**src/rtl/rr_priority_arbiter_if.sv**
```systemverilog
// Request/grant bundle between requesters and the arbiter.
// master: requester side (drives req/mode); slave: arbiter side (drives grants).
interface rr_priority_arbiter_if #(
  parameter int N     = 8,
  parameter int IDX_W = 3
);
  logic [N-1:0]     req;
  logic             mode;
  logic [N-1:0]     gnt;
  logic [IDX_W-1:0] gnt_idx;
  logic             gnt_valid;
  logic             timeout;

  modport master (
    output req, mode,
    input  gnt, gnt_idx, gnt_valid, timeout
  );

  modport slave (
    input  req, mode,
    output gnt, gnt_idx, gnt_valid, timeout
  );
endinterface

```
**src/rtl/rr_priority_arbiter.sv**
```systemverilog
// N-way arbiter with fixed-priority (highest index wins) or round-robin policy.
// The grant is registered and one-hot, and its binary index drives the resource mux.
// Grants are never preempted. A grant can be force-released after MAX_HOLD cycles.
// Each release is followed by at least one idle cycle before the next grant.
module rr_priority_arbiter #(
  parameter int N        = 8,
  parameter int IDX_W    = 3,
  parameter int MAX_HOLD = 16
) (
  input  logic                clk,
  input  logic                rst,
  rr_priority_arbiter_if.slave bus
);

  // Hold counter needs to reach MAX_HOLD; keep at least one bit so MAX_HOLD=0 still builds.
  localparam int HC_W = (MAX_HOLD < 1) ? 1 : $clog2(MAX_HOLD + 1);
  localparam logic [HC_W-1:0] HOLD_LIMIT = HC_W'(MAX_HOLD);
  localparam logic [HC_W-1:0] HC_MAX     = '1;

  typedef enum logic {IDLE, BUSY} state_t;

  state_t           state_reg, state_next;
  logic [N-1:0]     gnt_reg, gnt_next;
  logic [IDX_W-1:0] idx_reg, idx_next;
  logic [IDX_W-1:0] last_idx_reg, last_idx_next;
  logic [HC_W-1:0]  hold_cnt_reg, hold_cnt_next;
  logic             timeout_reg, timeout_next;

  logic [N-1:0]     below_last;
  logic [N-1:0]     rr_masked;
  logic [IDX_W-1:0] win_idx;
  logic [N-1:0]     win_onehot;
  logic             owner_req;
  logic             at_limit;

  // Highest set bit of a request vector (0 when empty; callers only use it when non-empty).
  function automatic logic [IDX_W-1:0] highest_set(input logic [N-1:0] v);
    logic [IDX_W-1:0] r;
    r = '0;
    for (int i = 0; i < N; i++) begin
      if (v[i]) r = IDX_W'(i);
    end
    return r;
  endfunction

  // Round robin searches down from last_idx-1 first, so it first looks only at indices below
  // last_idx. If none of those requests are set, it wraps and takes the highest request
  // overall. That wrap lands in [last_idx, N-1], which leaves last_idx itself as the lowest priority.
  genvar gi;
  generate
    for (gi = 0; gi < N; gi++) begin : g_lane
      assign below_last[gi] = (IDX_W'(gi) < last_idx_reg);
      assign win_onehot[gi] = (win_idx == IDX_W'(gi));
    end
  endgenerate

  assign rr_masked = bus.req & below_last;

  // Winner selection for the next IDLE-to-BUSY decision.
  always_comb begin
    win_idx = highest_set(bus.req);
    if (bus.mode && (rr_masked != '0)) begin
      win_idx = highest_set(rr_masked);
    end
  end

  // The granted line is selected with the one-hot grant, which avoids a variable bit-select.
  assign owner_req = |(bus.req & gnt_reg);
  assign at_limit  = (MAX_HOLD != 0) && (hold_cnt_reg == HOLD_LIMIT);

  // Next-state and registered-output logic of the IDLE/BUSY controller.
  always_comb begin
    state_next    = state_reg;
    gnt_next      = gnt_reg;
    idx_next      = idx_reg;
    last_idx_next = last_idx_reg;
    hold_cnt_next = hold_cnt_reg;
    timeout_next  = 1'b0;
    case (state_reg)
      IDLE: begin
        if (bus.req != '0) begin
          state_next    = BUSY;
          gnt_next      = win_onehot;
          idx_next      = win_idx;
          hold_cnt_next = HC_W'(1);
        end
      end
      BUSY: begin
        if (!owner_req) begin
          // A normal release takes precedence over a timeout on the same edge.
          state_next    = IDLE;
          gnt_next      = '0;
          idx_next      = '0;
          last_idx_next = idx_reg;
          hold_cnt_next = '0;
        end else if (at_limit) begin
          state_next    = IDLE;
          gnt_next      = '0;
          idx_next      = '0;
          last_idx_next = idx_reg;
          hold_cnt_next = '0;
          timeout_next  = 1'b1;
        end else if (hold_cnt_reg != HC_MAX) begin
          // With no limit, the counter saturates instead of wrapping.
          hold_cnt_next = hold_cnt_reg + HC_W'(1);
        end
      end
      default: begin
        state_next    = IDLE;
        gnt_next      = '0;
        idx_next      = '0;
        hold_cnt_next = '0;
      end
    endcase
  end

  // State and output registers; asynchronous reset clears everything, even mid-grant.
  always_ff @(posedge clk or posedge rst) begin
    if (rst) begin
      state_reg    <= IDLE;
      gnt_reg      <= '0;
      idx_reg      <= '0;
      last_idx_reg <= '0;
      hold_cnt_reg <= '0;
      timeout_reg  <= 1'b0;
    end else begin
      state_reg    <= state_next;
      gnt_reg      <= gnt_next;
      idx_reg      <= idx_next;
      last_idx_reg <= last_idx_next;
      hold_cnt_reg <= hold_cnt_next;
      timeout_reg  <= timeout_next;
    end
  end

  assign bus.gnt       = gnt_reg;
  assign bus.gnt_idx   = idx_reg;
  assign bus.gnt_valid = |gnt_reg;
  assign bus.timeout   = timeout_reg;

endmodule

```
**src/flat_wrapper.sv**
```systemverilog
// flat-port wrapper written by rule: the top's interface ports become plain ports
module rr_priority_arbiter_flat 
#(
  parameter int N        = 8,
  parameter int IDX_W    = 3,
  parameter int MAX_HOLD = 16
)
  (clk, rst, bus_req, bus_mode, bus_gnt, bus_gnt_idx, bus_gnt_valid, bus_timeout);
  rr_priority_arbiter_if #(.N(N), .IDX_W(IDX_W)) bus_i ();
  input  logic clk;
  input  logic rst;
  input wire logic [$bits(bus_i.req)-1:0] bus_req;
  input wire logic [$bits(bus_i.mode)-1:0] bus_mode;
  output wire logic [$bits(bus_i.gnt)-1:0] bus_gnt;
  output wire logic [$bits(bus_i.gnt_idx)-1:0] bus_gnt_idx;
  output wire logic [$bits(bus_i.gnt_valid)-1:0] bus_gnt_valid;
  output wire logic [$bits(bus_i.timeout)-1:0] bus_timeout;
  assign bus_i.req = bus_req;
  assign bus_i.mode = bus_mode;
  assign bus_gnt = bus_i.gnt;
  assign bus_gnt_idx = bus_i.gnt_idx;
  assign bus_gnt_valid = bus_i.gnt_valid;
  assign bus_timeout = bus_i.timeout;
  rr_priority_arbiter #(.N(N), .IDX_W(IDX_W), .MAX_HOLD(MAX_HOLD)) u_core (.clk(clk), .rst(rst), .bus(bus_i));
endmodule
```
**config.mk**
```make
export PLATFORM = sky130hd
export DESIGN_NAME = rr_priority_arbiter_flat
export DESIGN_NICKNAME = d
export VERILOG_FILES = /design/src/rtl/rr_priority_arbiter_if.sv /design/src/rtl/rr_priority_arbiter.sv /design/src/flat_wrapper.sv
export SDC_FILE = /design/constraint.sdc
export NUM_CORES = 1
export LEC_CHECK = 0
export CORE_MARGIN = 2
export CORE_UTILIZATION = 44
export DETAILED_ROUTE_END_ITERATION = 10
export GPL_TIMING_DRIVEN = 0
export PLACE_DENSITY_LB_ADDON = 0.1
export SLEW_MARGIN = 20
export SYNTH_ARGS = -nofsm -noshare
export SYNTH_HDL_FRONTEND = slang
export SYNTH_SLANG_ARGS = --single-unit
export TNS_END_PERCENT = 10
```
**constraint.sdc**
```tcl
create_clock -name clk -period 2.2 [get_ports clk]
set_input_delay 0.55 -clock clk [delete_from_list [all_inputs] [get_ports clk]]
set_output_delay 0.55 -clock clk [all_outputs]
set_load 0.01 [all_outputs]
```
==> results of run 1 <==
[cell families (layout without fill, tap and decap cells)]
kind of cell	Yosys count	after routing	share of synthesized area, %
buffers and inverters	15	39	5.855
adders and majority gates	3	3	2.788
AOI/OAI and AO/OA	54	54	29.65
muxes	6	6	4.740
and+or+nand+nor	47	47	17.94
DFF	21	21	39.03
[how the worst min path moves through the flow]
stage,start,to,depth (start not counted),slack (ns)
finish,u_core.hold_cnt_reg[3],u_core.hold_cnt_reg[3],1,0.52
floorplan,u_core.hold_cnt_reg[3],u_core.hold_cnt_reg[3],1,0.46
detailed placement,u_core.hold_cnt_reg[3],u_core.hold_cnt_reg[3],1,0.50
CTS,u_core.hold_cnt_reg[3],u_core.hold_cnt_reg[3],1,0.52
global route,u_core.hold_cnt_reg[3],u_core.hold_cnt_reg[3],1,0.56
global placement,u_core.hold_cnt_reg[3],u_core.hold_cnt_reg[3],1,0.49
[cells in the mapped netlist, types with 2 or more instances]
cell,number
a22o_1,8
a22oi_1,4
o211ai_1,2
buf_4,3
dfrtp_1,21
a31oi_1,2
nand2b_1,2
nand3_1,3
nand4_1,2
o31ai_1,3
o21ai_0,7
mux2i_1,3
nor4_1,3
a21oi_1,9
nor2b_1,2
nor3_1,3
inv_1,8
nor2_1,6
nand2_1,19
o21ai_1,4
mux2_2,3
o22ai_1,4
buf_2,3
ha_1,3
[layer usage]
metal	vias up	track usage, %	part of all wire [%]
met5	-	0	0
li1	595	-	-
met2	30	29.51	46
met4	0	5.195	0.65
met1	612	31.72	50
met3	4	3.275	3.5
[power breakdown]
part	internal, mW	total, mW	switching, mW	leakage, nW
logic	0.525	1.12	0.598	0.399
clock network	0.0679	0.191	0.123	0.0177
registers	0.502	0.633	0.130	0.279
total	1.10	1.95	0.851	0.695
[metrics by stage]
| stage | setup TNS (ns) | util [%] | cells | worst slack, ns |
|---|---|---|---|---|
| finish | 0 | 55.04 | 203 | 0.07189 |
| floorplan | 0 | - | 146 | 0.3885 |
| global placement | -2.490 | 53.32 | 199 | -0.2446 |
| detailed placement | -2.802 | 53.32 | 199 | -0.2850 |
| CTS | 0 | 54.24 | 203 | 0.03654 |
| global route | 0 | 55.04 | 203 | 0.005019 |
[cell type report]
class                           count  area (um^2)
Inverter                            8        30.03
Clock buffer                        3        22.52
Sequential cell                    21        525.5
Timing Repair Buffer               20        202.7
Tap cell                           33        41.29
Clock inverter                      1        5.005
Fill cell                         268         1339
Multi-Input combinational cell    110        763.2
Buffer                              7        48.80
[worst max-delay path, delay by kind of cell]
| kind | cells | cell delay [ns] |
|---|---|---|
| simple gates | 1 | 0.11 |
| buf+inv | 1 | 0.63 |
| compound gates | 4 | 1.04 |
[timing repair]
action / CTS / global route
gates resized for setup: 0 / 5
endpoints found under the setup margin: 0 / 11
hold buffers: 0 / 0
buffers inserted: 0 / 0
==> results.md, run 1 <==
* Die height at ~60 um
* CP max FO at 6
* Largest net degree at the start of global routing at 22
* Num Clock Sinks at 21
* Core area at between 2000 and 3000 um^2
* Required @ worst endpoint at 2.40 ns
* Power Total at 1.947 mW
* Routed Antenna Nets at 0
* Syn avg cell area at about 9.2 um^2
* Area growth syn-to-layout at 21.75%
* Slew @ Worst Pin at 0.8059 ns
* Drt wl/cell at around 16 um
* Crit start category: input pin
* Total CTS buffers at 3
* Seq cells post-synth at 21
* Power Density at about 1200 nW/um^2
* Antenna violations before repair at 0
* Root Buffer: clkbuf_4
* Yosys warns at 0
* # diodes at 0
* Vias in the first global route at 1170
* CP startpoint: bus_req[1]
* Drt first pass iters at 4
* Post-synth EDFFs at 0
* Syn_nets at 160
* Worst path slowest cell: clkdlybuf4s50_1
* CP arrival at between 2 and 2.5 ns
* Yosys top cell area share at between 30% and 40%
* Period utilisation layout at a little over nine tenths
* Drt via density at between 6 and 7
* Clk slew on worst S/H paths at 0.12 ns
* Most common library cell in the layout ignoring fill and taps: dfrtp_1
* Status: finished clean
* Gpl congestion at ~0.74
* Reg2reg setup slack at around 0.33 ns
* 1st-iter DRT viols at 76
* Worst Path Class, Setup: input pin to register
* Reg2reg end: u_core.bus.gnt[6]
* Crit-path max cell delay at 0.63 ns
* Die area at ~3500 um^2
* Fmax at roughly 0.47 GHz
* Via count at roughly 1200
* Port Buffer Count at 20
* GR Overflow Total at 0
* Row count at 20
* Most common flop cell mapped by yosys: dfrtp_1
* Netlist cell types at 43
* Worst reg2reg path depth at 7
* Max Cap Viol at 0
* Starting Density at between 40% and 50%
* Gate Count Post-Synth at between 100 and 150
* CP Capture Point: u_core.bus.gnt[6]
* Worst reg2reg startpoint: u_core.last_idx_reg[2]
* Yosys top cell by area: dfrtp_1
* Critical Path, Cell by Cell: clkdlybuf4s50_1 > a21oi_1 > o31ai_1 > nor2_1 > a21o_1 > a22o_1
* Final hold violation count at 0
* Post-Syn Area at roughly 1300 um^2
* Minimum clock period at about 2.1 ns
* Most frequent cells in the layout: dfrtp_1 (21), nand2_1 (19), clkdlybuf4s50_1 (19)
* Async S/R FF share, synth at 100.0%
* Post-Route WL at approximately 3.2 mm
* Worst min-delay path category: register to register
* Ranking of synthesized cells by area: dfrtp_1 (39%), nand2_1 (5.3%), a22o_1 (5.2%), a21oi_1 (3.3%), ha_1 (2.8%)
* Share of layout cells above drive strength 1 at between 10% and 20%
* Fin. max-slew vios at 0
* Max FFs per register at 8
* GRT Total Usage at between 20% and 30%
* Fin Hold WS at about 0.52 ns
* RSZ-0062 raised after global routing: false
* Dpl hpwl at 2.416 mm
* Worst-case vdd ir drop at 0.0004943 V
* P_leak at ~0.7 nW
* DR DRC count at 0
* Slew margin rel. at a little under half
* First-pass GRT wire length at ~5.5 mm
* Clock Skews at 0.005321 ns
* Worst Setup End Kind: register
* Placed Area at 1588 um^2
* H-tree depth at 1
* DIE WIDTH at just under 60 um
* Clk buf depth at 2
* # IOs at 24
* Fin area at 1639 um^2
* Final #Nets at between 150 and 200
* Latest clock arrival within the worst-skew pair at 0.31 ns
* Final number of setup-violating endpoints at 0
* Sequential share of the synthesized area at just under 40%
* CTS tree: done
No activity file was read; power rests on OpenSTA's default activity.
==> run 2: changes to the inputs <==
--- a/config.mk
+++ b/config.mk
@@ -5,6 +5,8 @@
 export SDC_FILE = /design/constraint.sdc
 export NUM_CORES = 1
 export LEC_CHECK = 0
+export CAP_MARGIN = 0
+export CORE_ASPECT_RATIO = 0.9
 export CORE_MARGIN = 2
 export CORE_UTILIZATION = 44
 export DETAILED_ROUTE_END_ITERATION = 10
==> constraint.sdc (replaced) <==
create_clock -name clk -period 2.2 [get_ports clk]
set_input_delay 0.55 -clock clk [delete_from_list [all_inputs] [get_ports clk]]
set_output_delay 0.55 -clock clk [all_outputs]
set_load 0.02 [all_outputs]
==> run 2 against run 1 <==
  * Sequential share of layout area is essentially flat
  * Power increased by 1.4%
  * First-iteration DRC count grew 74%
  * Non-clock buffer count is the same
  * Critical endpoint unchanged
  * Largest cell class unchanged
==> results.md, run 2 (same netlist as run 1, synthesis figures left out) <==
* Row count at 19 (-5.0%)
* Routed Antenna Nets at 0 (unchanged)
* Share of layout cells above drive strength 1 at 14.12% (-1.2 points)
* Drt via density at 5.778 (-5.5%)
* Port Buffer Count at 20 (unchanged)
* Status: finished clean
* Root Buffer: clkbuf_4
* Hold buffers post-CTS at 0 (unchanged)
* Drt wl/cell at 15.08 um (-5.6%)
* Post CTS Setup Buffer Count at 0 (unchanged)
* Power share of the clock group at 8.9% (-0.9 points)
* Final hold violation count at 0 (unchanged)
* DR DRC count at 0 (unchanged)
* First-pass GRT wire length at 5.188 mm (-6.0%)
* # diodes at 0 (unchanged)
* RSZ-0062 raised after global routing: false
* Sw Share at 45.21% (+1.5 points)
* Power Density at 1202 nW/um^2 (+1.2%)
* Post-Layout Cell Count at 212 (+4.4%)
* Max Cap Viol at 0 (unchanged)
* Die height at 56.48 um (-4.8%)
* Period utilisation layout at 96.08% (-0.65 points)
* Crit-path max cell delay at 0.55 ns (-0.08 ns)
* Max FFs per register at 8 (unchanged)
* Slew margin rel. at 49.31% (+3.1 points)
* Reg2reg setup slack at 0.38 ns (+0.05 ns)
* Worst path slowest cell: clkdlybuf4s50_1
* Via count at 1225 (-1.3%)
* GRT Total Usage at 19.08% (-1.4 points)
* Clk slew on worst S/H paths at 0.10 ns (-0.02 ns)
* Vias in the first global route at 1102 (-5.8%)
* Minimum clock period at 2.114 ns (-0.01433 ns)
* Utilization after layout at 54.80% (-0.24 points)
* Setup WS post-layout at 0.08622 ns (+0.01433 ns)
* Sequential power share at 31.9% (-0.6 points)
* H-tree depth at 1 (unchanged)
* Slew @ Worst Pin at 0.7595 ns (-0.04641 ns)
* Met3 GRT Util at 3.206% (-0.069 points)
* P_leak at 0.6902 nW (-0.74%)
* Drt first pass iters at 4 (unchanged)
* DIE WIDTH at 62.31 um (+5.0%)
* Grt met1 use at 25.19% (-6.5 points)
* Worst Path Class, Setup: input pin to register
* Latest clock arrival within the worst-skew pair at 0.30 ns (about the same)
* Die area at 3519 um^2 (about the same)
* WP buf/inv at 1 (unchanged)
* Clk buf depth at 2 (unchanged)
* Post-Route WL at 3.196 mm (-1.4%)
* Internal at 1.081 mW (-1.3%)
* Placed cell count at 208 (+4.5%)
* DP Worst Slack at -0.2841 ns (+0.0008700 ns)
* Final number of setup-violating endpoints at 0 (unchanged)
* Fin Hold WS at 0.5199 ns (-0.001495 ns)
* Worst-case vdd ir drop at 0.0006256 V (+27%)
* Required @ worst endpoint at 2.40 ns (about the same)
* Top cell family by delay on the critical path: compound AO/OA/AOI/OAI gates
* Fillers at 278 (+3.7%)
* Most common library cell in the layout ignoring fill and taps: dfrtp_1
* GR peak layer: met2
* M2 GR Usage at 31.21% (+1.7 points)
* Power Total at 1.973 mW (+1.4%)
* Net switching power at 0.8920 mW (+4.8%)
* GR Overflow Total at 0 (unchanged)
* Fmax at 0.4731 GHz (+0.68%)
* Dpl hpwl at 2.447 mm (+1.3%)
* Fin. max-slew vios at 0 (unchanged)
* Core area at 2995 um^2 (+0.59%)
* Num Clock Sinks at 21 (unchanged)
* Worst min-delay path category: register to register
* Final #Nets at 185 (unchanged)
* CP arrival at 2.31 ns (-0.02 ns)
* Most frequent cells in the layout: dfrtp_1 (21), nand2_1 (19), clkdlybuf4s50_1 (18)
* Worst Setup End Kind: register
* # IOs at 24 (unchanged)
* Gpl congestion at 0.8775 (+18%)
* Clock Skews at 0.002261 ns (-0.003060 ns)
* Crit start category: input pin
* CP max FO at 10 (+4)
* Starting Density at 44.95% (-0.26 points)
* 1st-iter DRT viols at 132 (+74%)
* Critical Path, Cell by Cell: clkdlybuf4s50_1 > a211oi_1 > o31ai_2 > a21oi_4 > nor3b_2 > a21o_1 > a22o_1
* CTS tree: done
* Total CTS buffers at 3 (unchanged)
* Area growth syn-to-layout at 21.93%
* Combinational power share at 59.2% (+1.5 points)
* Largest net degree at the start of global routing at 22 (unchanged)
* Antenna violations before repair at 0 (unchanged)
-- run 2: cell count changes in the layout (fill, tap and decap cells not counted), sizes merged --
cell	previous run	this run
clkbuf	3	4
clkinv	1	0
dlygate4sd2	0	1
clkdlybuf4s50	19	18
-- run 2: timing repair --
action                     in CTS  in global routing
setup endpoints to repair       1                  8
cloned                          0                  0
pin swaps                       0                  2
gates resized for setup         1                  4
-- run 2: cell type report --
| type | count | area [um^2] | area share [%] |
|---|---|---|---|
| timing repair buffer | 20 | 201.4 | 12.27 |
| tap | 42 | 52.55 | 3.201 |
| multi-input combinational | 110 | 757.0 | 46.11 |
| inverter | 8 | 30.03 | 1.829 |
| sequential | 21 | 525.5 | 32.01 |
| buffer | 7 | 48.80 | 2.973 |
| clock buffer | 4 | 26.28 | 1.601 |
-- run 2: power by group through the flow --
| stage | logic, mW | registers, mW | clock network [mW] |
|---|---|---|---|
| global placement | 1.14 | 0.629 | 0 |
| floorplan | 0.756 | 0.679 | 0 |
| detailed placement | 1.17 | 0.638 | 0 |
| global route | 1.27 | 0.649 | 0.197 |
| finish | 1.17 | 0.629 | 0.176 |
| CTS | 1.16 | 0.630 | 0.187 |
-- run 2: worst register-to-register path: stages, from the launching register on --
cell,delay (ns)
dfrtp_1,0.50
o311ai_2,0.33
o31ai_2,0.14
a21oi_4,0.28
nor3b_2,0.09
a21o_1,0.19
a22o_1,0.20
-- run 2: metrics by stage --
step | TNS (ns) | instance area [um^2]
6_report | 0 | 1642
5_1_grt | 0 | 1642
4_1_cts | 0 | 1624
3_5_place_dp | -3.154 | 1599
3_3_place_gp | -2.690 | 1599
2_1_floorplan | 0 | 1346
-- run 2: routing by layer --
metal	up-vias	routed length, um	share of wire [%]
met5	-	0	0
met3	5	170	5.3
met2	47	1468	46
met1	579	1512	47
li1	594	-	-
met4	0	44	1.4
-- run 2: worst paths after layout --
kind / startpoint / end / cells past startpoint
max in group asynchronous: rst / u_core.last_idx_reg[2] / 2
setup reg to reg: u_core.last_idx_reg[0] / u_core.bus.gnt[6] / 6
setup / recovery: bus_req[1] / u_core.bus.gnt[6] / 7
min in group asynchronous: rst / u_core.bus.gnt[7] / 2
hold reg to reg: u_core.hold_cnt_reg[3] / u_core.hold_cnt_reg[3] / 1
hold / removal: u_core.hold_cnt_reg[3] / u_core.hold_cnt_reg[3] / 1
==> run 3: changes to the inputs <==
--- a/config.mk
+++ b/config.mk
@@ -11,8 +11,7 @@
 export CORE_UTILIZATION = 44
 export DETAILED_ROUTE_END_ITERATION = 10
 export GPL_TIMING_DRIVEN = 0
-export PLACE_DENSITY_LB_ADDON = 0.1
-export SLEW_MARGIN = 20
+export PLACE_DENSITY_LB_ADDON = 0.2
 export SYNTH_ARGS = -nofsm -noshare
 export SYNTH_HDL_FRONTEND = slang
 export SYNTH_SLANG_ARGS = --single-unit
==> run 3 against run 2 <==
  * Maximum frequency rose by 1.2%
  * Critical path depth fell by 1
  * Utilization fell by 0.38 points
  * Clock power rose by 11%
  * Critical path type unchanged
  * Critical endpoint is now u_core.bus.gnt[3]
  * Sequential power barely moved
  * Design area fell by 0.69%
  * Clock-buffer cell count fell by 1
  * Clock skew rose by 0.0019 ns
  * Flip-flop and latch count did not move
  * Routed wire length rose by 3.1%
  * Non-clock buffer count did not move
==> results.md, run 3 (same netlist as run 1, synthesis figures left out) <==
* GR Overflow Total at 0 (unchanged)
* Power Density at 1219 nW/um^2 (+1.4%)
* Largest net degree at the start of global routing at 22 (unchanged)
* Final number of setup-violating endpoints at 0 (unchanged)
* First-pass GRT wire length at 5.589 mm (+7.7%)
* Required @ worst endpoint at 2.46 ns (+0.06 ns)
* Worst Path Class, Setup: input pin to register
* GRT Total Usage at 19.83% (+0.75 points)
* Fin area at 1630 um^2 (-0.69%)
* Share of layout cells above drive strength 1 at 13.53% (-0.59 points)
* Period utilisation layout at 94.98% (-1.1 points)
* DIE WIDTH at 62.31 um (unchanged)
* Crit start category: input pin
* Routed Antenna Nets at 0 (unchanged)
* Worst-case vdd ir drop at 0.0005650 V (-9.7%)
* Most frequent cells in the layout: dfrtp_1 (21), nand2_1 (19), clkdlybuf4s50_1 (19)
* # diodes at 0 (unchanged)
* Core area at 2995 um^2 (unchanged)
* DR DRC count at 0 (unchanged)
* Final hold violation count at 0 (unchanged)
* CP arrival at 2.35 ns (+0.04 ns)
* Clk slew on worst S/H paths at 0.13 ns (+0.03 ns)
* Post-Route WL at 3.296 mm (+3.1%)
* H-tree depth at 1 (unchanged)
* Latest clock arrival within the worst-skew pair at 0.31 ns (about the same)
* Status: finished clean
* P_leak at 0.6825 nW (-1.1%)
* Fmax at 0.4786 GHz (+1.2%)
* Total CTS buffers at 3 (unchanged)
* Area growth syn-to-layout at 21.10%
* Drt first pass iters at 4 (unchanged)
* Num Clock Sinks at 21 (unchanged)
* Clock Skews at 0.004130 ns (+0.001869 ns)
* Clk buf depth at 2 (unchanged)
* Minimum clock period at 2.089 ns (-0.02430 ns)
* Slew margin rel. at 48.17% (-1.1 points)
* CP max FO at 10 (unchanged)
* Most common library cell in the layout ignoring fill and taps: dfrtp_1
* Antenna violations before repair at 0 (unchanged)
* Row count at 19 (unchanged)
* Fillers at 303 (+9.0%)
* Drt via density at 5.844 (+1.1%)
* Dpl hpwl at 2.496 mm (+2.0%)
* RSZ-0062 raised after global routing: false
* Vias in the first global route at 1179 (+7.0%)
* Gpl congestion at 0.8582 (-2.2%)
* Placed Area at 1599 um^2 (unchanged)
* Final #Nets at 185 (unchanged)
* # IOs at 24 (unchanged)
* Worst Setup End Kind: register
* Die area at 3519 um^2 (unchanged)
* Worst min-delay path category: register to register
* Starting Density at 44.95% (unchanged)
* Die height at 56.48 um (unchanged)
* Via count at 1239 (+1.1%)
* Utilization after layout at 54.43% (-0.38 points)
* Port Buffer Count at 20 (unchanged)
* Max Cap Viol at 0 (unchanged)
* Drt wl/cell at 15.55 um (+3.1%)
* Fin. max-slew vios at 0 (unchanged)
* Slew @ Worst Pin at 0.7766 ns (+0.01716 ns)
* CTS tree: done
* Root Buffer: clkbuf_4
* Max FFs per register at 8 (unchanged)
* Hold buffers post-CTS at 0 (unchanged)
* 1st-iter DRT viols at 88 (-33%)
[run 3: cell type report]
cell class              instances  area (um^2)  area share [%]
plain buffers                   7        48.80           2.993
clock buffers                   3        22.52           1.381
clock inverters                 1        5.005          0.3070
inverters                       8        30.03           1.842
multi-input cells             110        747.0           45.82
flip-flops and latches         21        525.5           32.23
well taps                      42        52.55           3.223
repair buffers                 20        198.9           12.20
[run 3: routing by layer]
| layer | up-vias | global-route usage, % | part of all wire (%) |
|---|---|---|---|
| li1 | 598 | - | - |
| met5 | - | 0 | 0 |
| met4 | 0 | 5.397 | 0.97 |
| met2 | 32 | 33.54 | 47 |
| met3 | 5 | 2.605 | 3.7 |
| met1 | 604 | 26.99 | 48 |
[run 3: where the power goes]
part	total [mW]	internal, mW	switching [mW]	leakage [nW]
registers	0.628	0.502	0.125	0.279
clock network	0.196	0.0680	0.128	0.0177
logic	1.16	0.507	0.657	0.386
[run 3: what timing repair did]
action                     CTS  global route
resized for setup            1             1
setup endpoints to repair    1             7
buffers inserted             0             0
[run 3: worst paths after layout]
| kind | from | endpoint | slack (ns) | cells past startpoint |
|---|---|---|---|---|
| worst min-delay path | u_core.hold_cnt_reg[3] | u_core.hold_cnt_reg[3] | 0.53 | 1 |
| worst max register to register | u_core.last_idx_reg[0] | u_core.bus.gnt[6] | 0.38 | 6 |
| min in group asynchronous | rst | u_core.bus.gnt[7] | 0.67 | 2 |
| max in group asynchronous | rst | u_core.last_idx_reg[0] | 1.05 | 2 |
| worst min register to register | u_core.hold_cnt_reg[3] | u_core.hold_cnt_reg[3] | 0.53 | 1 |
| worst max-delay path | bus_req[3] | u_core.bus.gnt[3] | 0.11 | 6 |
[run 3: worst max-delay path, stage by stage]
cell,delay (ns)
clkdlybuf4s50_1,0.63
a211oi_1,0.14
o31ai_2,0.36
a21oi_4,0.12
o31ai_1,0.37
a22o_1,0.18
[run 3: stage by stage]
step                worst slack (ns)  hold WS (ns)  TNS [ns]  cells  power [mW]
floorplan                     0.3885        0.4611         0    146       1.435
global placement             -0.2621        0.4920    -2.674    208       1.774
detailed placement           -0.2690        0.5033    -2.768    208       1.810
CTS                          0.06044        0.5219         0    212       1.985
global route                0.005707        0.5459         0    212       2.133
finish                        0.1105        0.5337         0    212       1.987
